File: src/rtl/latch_bank_write_sched.sv
// Round-robin write scheduler for a bank of level-sensitive latches: SETUP -> PULSE -> HOLD per write.
// Optional word write-protect via LB_LOCK_EN (adds lock_mask port).
module latch_bank_write_sched #(
    parameter  int N_REQ     = 4,
    parameter  int N_WORDS   = 4,
    parameter  int WIDTH     = 8,
    parameter  int PULSE_CYC = 1,
    localparam int AW        = (N_WORDS > 1) ? $clog2(N_WORDS) : 1
) (
    input  logic                     clk,
    input  logic                     rst_n,
    input  logic [N_REQ-1:0]         req,
    input  logic [N_REQ*AW-1:0]      req_addr,
    input  logic [N_REQ*WIDTH-1:0]   req_data,
`ifdef LB_LOCK_EN
    input  logic [N_WORDS-1:0]       lock_mask,
`endif
    output logic [N_REQ-1:0]         ack,
    output logic                     err,
    output logic                     busy,
    output logic [N_WORDS-1:0]       latch_en,
    output logic [WIDTH-1:0]         latch_d
);
    localparam int RW = $clog2(N_REQ);

    typedef enum logic [1:0] {IDLE, SETUP, PULSE, HOLD} state_t;

    state_t             state, state_nxt;
    logic [RW-1:0]      rr, gnt, pick, cand;
    logic               found;
    logic [AW-1:0]      addr_q, addr_pick;
    logic [WIDTH-1:0]   data_pick;
    logic               drop_q, drop_pick, lock_pick;
    logic [3:0]         cnt;
    logic [N_WORDS-1:0] en_oh, en_d;
    logic [N_REQ-1:0]   gnt_oh, ack_d;
    logic               err_d, busy_d;

    // Search starts just past the last grant, so the previous winner is asked last.
    always_comb begin
        found = 1'b0;
        pick  = rr;
        cand  = rr;
        for (int j = 1; j <= N_REQ; j++) begin
            cand = RW'((int'(rr) + j) % N_REQ);
            if (!found && req[cand]) begin
                found = 1'b1;
                pick  = cand;
            end
        end
    end

    always_comb begin
        addr_pick = '0;
        data_pick = '0;
        for (int i = 0; i < N_REQ; i++) begin
            if (pick == RW'(i)) begin
                addr_pick = req_addr[i*AW +: AW];
                data_pick = req_data[i*WIDTH +: WIDTH];
            end
        end
    end

    always_comb begin
        lock_pick = 1'b0;
`ifdef LB_LOCK_EN
        for (int w = 0; w < N_WORDS; w++)
            if (addr_pick == AW'(w) && lock_mask[w])
                lock_pick = 1'b1;
`endif
        drop_pick = ({1'b0, addr_pick} >= (AW+1)'(N_WORDS)) || lock_pick;
    end

    always_comb begin
        for (int w = 0; w < N_WORDS; w++)
            en_oh[w] = (addr_q == AW'(w));
        for (int i = 0; i < N_REQ; i++)
            gnt_oh[i] = (gnt == RW'(i));
    end

    // FSM: state register
    always_ff @(posedge clk or negedge rst_n) begin
        if (!rst_n) state <= IDLE;
        else        state <= state_nxt;
    end

    // FSM: next state; dropped writes skip PULSE entirely
    always_comb begin
        state_nxt = state;
        case (state)
            IDLE:    if (found) state_nxt = SETUP;
            SETUP:   state_nxt = drop_q ? HOLD : PULSE;
            PULSE:   if (cnt == 4'(PULSE_CYC - 1)) state_nxt = HOLD;
            HOLD:    state_nxt = IDLE;
            default: state_nxt = IDLE;
        endcase
    end

    // FSM: outputs are decoded from the next state and registered, keeping latch_en glitch-free
    always_comb begin
        busy_d = (state_nxt != IDLE);
        en_d   = (state_nxt == PULSE) ? en_oh  : '0;
        ack_d  = (state_nxt == HOLD)  ? gnt_oh : '0;
        err_d  = (state_nxt == HOLD) && drop_q;
    end

    always_ff @(posedge clk or negedge rst_n) begin
        if (!rst_n) begin
            ack      <= '0;
            err      <= 1'b0;
            busy     <= 1'b0;
            latch_en <= '0;
        end else begin
            ack      <= ack_d;
            err      <= err_d;
            busy     <= busy_d;
            latch_en <= en_d;
        end
    end

    always_ff @(posedge clk or negedge rst_n) begin
        if (!rst_n) begin
            rr      <= RW'(N_REQ - 1);
            gnt     <= '0;
            addr_q  <= '0;
            drop_q  <= 1'b0;
            latch_d <= '0;
            cnt     <= '0;
        end else begin
            cnt <= (state == PULSE) ? cnt + 4'd1 : 4'd0;
            if (state == IDLE && found) begin
                gnt     <= pick;
                addr_q  <= addr_pick;
                drop_q  <= drop_pick;
                latch_d <= data_pick;
            end
            if (state == HOLD)
                rr <= gnt;
        end
    end
endmodule

File: config.mk
export PLATFORM = sky130hd
export DESIGN_NAME = latch_bank_write_sched
export DESIGN_NICKNAME = d
export VERILOG_FILES = /design/src/rtl/latch_bank_write_sched.sv
export SDC_FILE = /design/constraint.sdc
export NUM_CORES = 1
export LEC_CHECK = 0
export ABC_AREA = 1
export CAP_MARGIN = 20
export CORE_MARGIN = 3
export CORE_UTILIZATION = 68
export CTS_CLUSTER_DIAMETER = 40
export CTS_CLUSTER_SIZE = 25
export DETAILED_ROUTE_END_ITERATION = 16
export DONT_BUFFER_PORTS = 1
export MAX_ROUTING_LAYER = met4
export PLACE_DENSITY = 0.83
export SLEW_MARGIN = 30
export SYNTH_ARGS = -nofsm -noshare
export SYNTH_HDL_FRONTEND = slang
export SYNTH_SLANG_ARGS = --single-unit
File: constraint.sdc
create_clock -name clk -period 5.4 [get_ports clk]
set_input_delay 1.08 -clock clk [delete_from_list [all_inputs] [get_ports clk]]
set_output_delay 1.08 -clock clk [all_outputs]
set_load 0.02 [all_outputs]
==> summary by stage <==
Route
After detailed routing, the average wire length per cell comes to 11.7 microns. The vias per cell is 5.40. The detailed-router iteration count before antenna repair is 4.

For this block, the routed nets add up to between 3 and 4 mm of wire. In the routed design, unresolved DRC markers number 0. The count of nets left with antenna violations once routing finished came out at 0. The number of violations reported at the end of detailed-routing iteration 0 is 57. The via count is around 1.6k.

Yosys
After technology mapping, the gate count stands at between 200 and 300. Counting every net in the synthesized netlist gives between 300 and 400. The synthesized area per cell is ~6.9 sq um. The synthesis warning total is 0. The number of library cell types mapped by synthesis is 30.

Counting flops and latches in the post-synthesis netlist gives 29. The mapped netlist covers 1920 sq um. The sequential-to-total area share from yosys stat is 0.379.

Timing
Setup violations remaining at the end of the flow were counted as 0. Timing would allow up to about 0.38 GHz. The final hold slack is about 460 ps. The clock period minus final worst setup slack is about 2600 ps. The final max-slew violation count came to 0.

Across the routed clock network, the largest skew measured is around 3.7 ps. Setup repair after global routing left no endpoint under its margin. The count of endpoints failing hold in the final timing report came to 0. The setup TNS after final layout is 0 ps. Of the available clock period, the critical path in the final layout requires 0.489.

Cells and area
The layout has about 210 filler cells. The sequential cell area is roughly 730 sq um. Once layout is complete, the cells apart from fillers number between 300 and 400.

In the final layout, the share of cells above drive strength 1 is 0.0909. In the final layout, the multi-input gates occupy ~900 sq um. The net count of the finished layout is 326. The layout overhead on the synthesized area is 0.911%.

The total inserted antenna cells is 0.

Clocking
The number of clock buffers added by TritonCTS is 5. The TritonCTS clock tree is built. In this run, post-CTS hold repair placed 0 buffers.

The clock-pin slew of the registers on the worst-case setup and hold paths is about 80 ps. The number of clock sinks seen by CTS is 29. The clock passes through at most 2 buffers. The post-CTS repair timing setup buffer count is 0. The maximum level of the CTS H-tree is 2. The clock reaches the later pin of the worst-skew pair after around 300 ps. The cell at the root of the clock tree is sky130_fd_sc_hd__clkbuf_4. After clock tree synthesis, the repair step resized 0 gates.

Global routing
The overall track demand over capacity in global routing is 0.227. The first global-routing pass estimated slightly below 6 mm of wire. For this run the aggregate overflow at the end of global routing stands at 0. The pin count of the biggest net entering global routing is 30. The number of global-route vias before repair is between 1k and 1.5k. The initial antenna violation count is 0.

Floorplan
In this run the count of I/O pins placed on the die edge is 64. The die covers 3500 sq um. In this run the horizontal extent of the chip is 59.2 microns. The die height is 59.2 microns. The initial standard-cell utilization of the core is 0.742. The area of the core is about 2600 sq um. After floorplanning, the core was divided into 18 placement rows.

Place
At the end of routability-driven placement, the weighted congestion stood at 0.830. During placement, the flow inserted port buffers numbering 0. The HPWL reported at the end of detailed placement is approximately 2.7 mm. The instance count after placement with tap cells included is just under 300.

Hold path
The worst min-delay path category is in -> async.

Worst setup path
The worst reg-to-reg path cell count is 13. The startpoint class of the critical path is a primary input. Data arrives at the worst endpoint at between 2000 and 3000 ps. The category of the critical setup timing path is in -> reg.

The capturing element type of the critical path is a flip-flop. The critical register-to-register path endpoint is addr_q[1]$_DFFE_PN0P_. The required time at the worst-slack endpoint is 5590 ps. The startpoint of the lowest-slack register-to-register path is rr[0]$_DFFE_PN1N_.

The critical path starts at req[2]. Following the worst setup path forward leads to its endpoint at addr_q[1]$_DFFE_PN0P_. The worst setup slack for register-to-register paths is 2810 ps. The maximum fanout count along the critical path is 19.

Pwr
The total power is 1.46 mW. Summed over all cells, the static leakage comes to approximately 1.2 nW. The worst voltage drop across the vdd grid is between 0.5 and 0.6 mV.

In this run the power density over the cells is about 750 nW/um^2.

Outcome
The flow ran to the end, and the final reports show no timing, DRC or antenna violations.

Job
Across the run, the number of max-cap violations was 0.
==> cells in the mapped netlist (all sizes together) <==
cell type  number  area share
nand2          93        0.20
nor3            4       0.010
ha              6       0.039
nor2            9       0.021
dfstp           2       0.027
inv            57        0.11
dfrtp          27        0.35
clkbuf          3      0.0065
a21oi           4       0.012
xnor2           1      0.0046
nand4          10       0.033
xor2            1      0.0046
conb            1      0.0020
buf             8       0.035
o21ai          19       0.051
or2             1      0.0033
nand3          31       0.083
nand3b          1      0.0039
==> cell usage in the layout (no fill, tap or decap) <==
cell type / n
sky130_fd_sc_hd__clkbuf_8: 1
sky130_fd_sc_hd__nand3b_1: 1
sky130_fd_sc_hd__nand3_1: 30
sky130_fd_sc_hd__o21ai_1: 3
sky130_fd_sc_hd__nand3_2: 1
sky130_fd_sc_hd__nor2_4: 1
sky130_fd_sc_hd__xor2_1: 1
sky130_fd_sc_hd__nand2_1: 84
sky130_fd_sc_hd__nor3_1: 4
sky130_fd_sc_hd__o21ai_2: 1
sky130_fd_sc_hd__nor2_1: 8
sky130_fd_sc_hd__inv_4: 1
sky130_fd_sc_hd__dfstp_2: 2
sky130_fd_sc_hd__clkbuf_1: 2
sky130_fd_sc_hd__clkbuf_4: 5
sky130_fd_sc_hd__dfrtp_1: 27
sky130_fd_sc_hd__inv_1: 53
sky130_fd_sc_hd__a21oi_1: 3
sky130_fd_sc_hd__a21oi_2: 1
sky130_fd_sc_hd__conb_1: 1
sky130_fd_sc_hd__nand2_4: 2
sky130_fd_sc_hd__o21ai_0: 15
sky130_fd_sc_hd__nand2_2: 7
sky130_fd_sc_hd__xnor2_1: 1
sky130_fd_sc_hd__nand4_1: 10
sky130_fd_sc_hd__or2_1: 1
sky130_fd_sc_hd__ha_1: 6
sky130_fd_sc_hd__inv_2: 3
==> power breakdown <==
group / internal [mW] / total, mW / switching [mW] / leakage (nW)
sequential: 0.317 / 0.453 / 0.136 / 0.365
clock: 0.0642 / 0.130 / 0.0662 / 0.0326
combinational: 0.273 / 0.876 / 0.603 / 0.758
==> critical path, cell delays in order <==
cell	delay [ps]
sky130_fd_sc_hd__nand2_1	50
sky130_fd_sc_hd__nand2_2	120
sky130_fd_sc_hd__nand2_2	80
sky130_fd_sc_hd__nand2_4	100
sky130_fd_sc_hd__inv_2	50
sky130_fd_sc_hd__nand3_1	60
sky130_fd_sc_hd__nand3_1	340
sky130_fd_sc_hd__nand2_2	370
sky130_fd_sc_hd__nand2_4	180
sky130_fd_sc_hd__o21ai_0	230
sky130_fd_sc_hd__inv_1	60
sky130_fd_sc_hd__nand2_1	60
sky130_fd_sc_hd__o21ai_1	50
==> worst min path at each step <==
stage	from	end	slack, ps	depth (start not counted)
2_1_floorplan	addr_q[1]$_DFFE_PN0P_	latch_en[1]$_DFF_PN0_	430	1
6_report	rst_n	ack[3]$_DFF_PN0_	460	0
3_3_place_gp	addr_q[1]$_DFFE_PN0P_	latch_en[1]$_DFF_PN0_	470	1
5_1_grt	rst_n	latch_en[1]$_DFF_PN0_	430	0
3_5_place_dp	addr_q[1]$_DFFE_PN0P_	latch_en[1]$_DFF_PN0_	470	1
4_1_cts	rst_n	ack[0]$_DFF_PN0_	440	0
==> flip-flops by register name (all words and copies together), names as in the netlist <==
name      count
cnt           4
latch_en      4
busy          1
latch_d       8
state         2
rr            2
ack           4
addr_q        2
gnt           2
==> cells by family (layout without fill, tap and decap cells) <==
group | count (synthesis) | after routing | synth area share
buffers and inverters | 68 | 65 | 0.154
xor gates and xnor gates | 2 | 2 | 0.00912
and+or+nand+nor | 149 | 149 | 0.354
adders and majority gates | 6 | 6 | 0.0391
AOI/OAI and AO/OA | 23 | 23 | 0.0638
other | 1 | 1 | 0.00195
DFF | 29 | 29 | 0.379
==> metrics by stage <==
stage	utilization	area, sq um	worst slack (ps)
final	0.749	1940	2760
after global routing	0.749	1940	2570
after CTS	0.749	1940	2820
after detailed placement	0.726	1880	2490
after global placement	0.726	1880	2600
after floorplan	-	1920	3170
==> area by class of cell <==
class / count / share of cell area
Multi-Input combinational cell: 181 / 0.463
Sequential cell: 29 / 0.375
Inverter: 57 / 0.112
Clock buffer: 8 / 0.0303
Tap cell: 30 / 0.0194
==> metal layers <==
metal	routed length (microns)	global-route usage	share of wire	vias to the layer above
li1	-	-	-	843
met1	1620	0.279	0.45	742
met2	1730	0.361	0.48	54
met3	178	0.0566	0.050	9
met4	53	0.0841	0.015	0
met5	0	-	0	-
No activity file was read; power rests on OpenSTA's default activity.
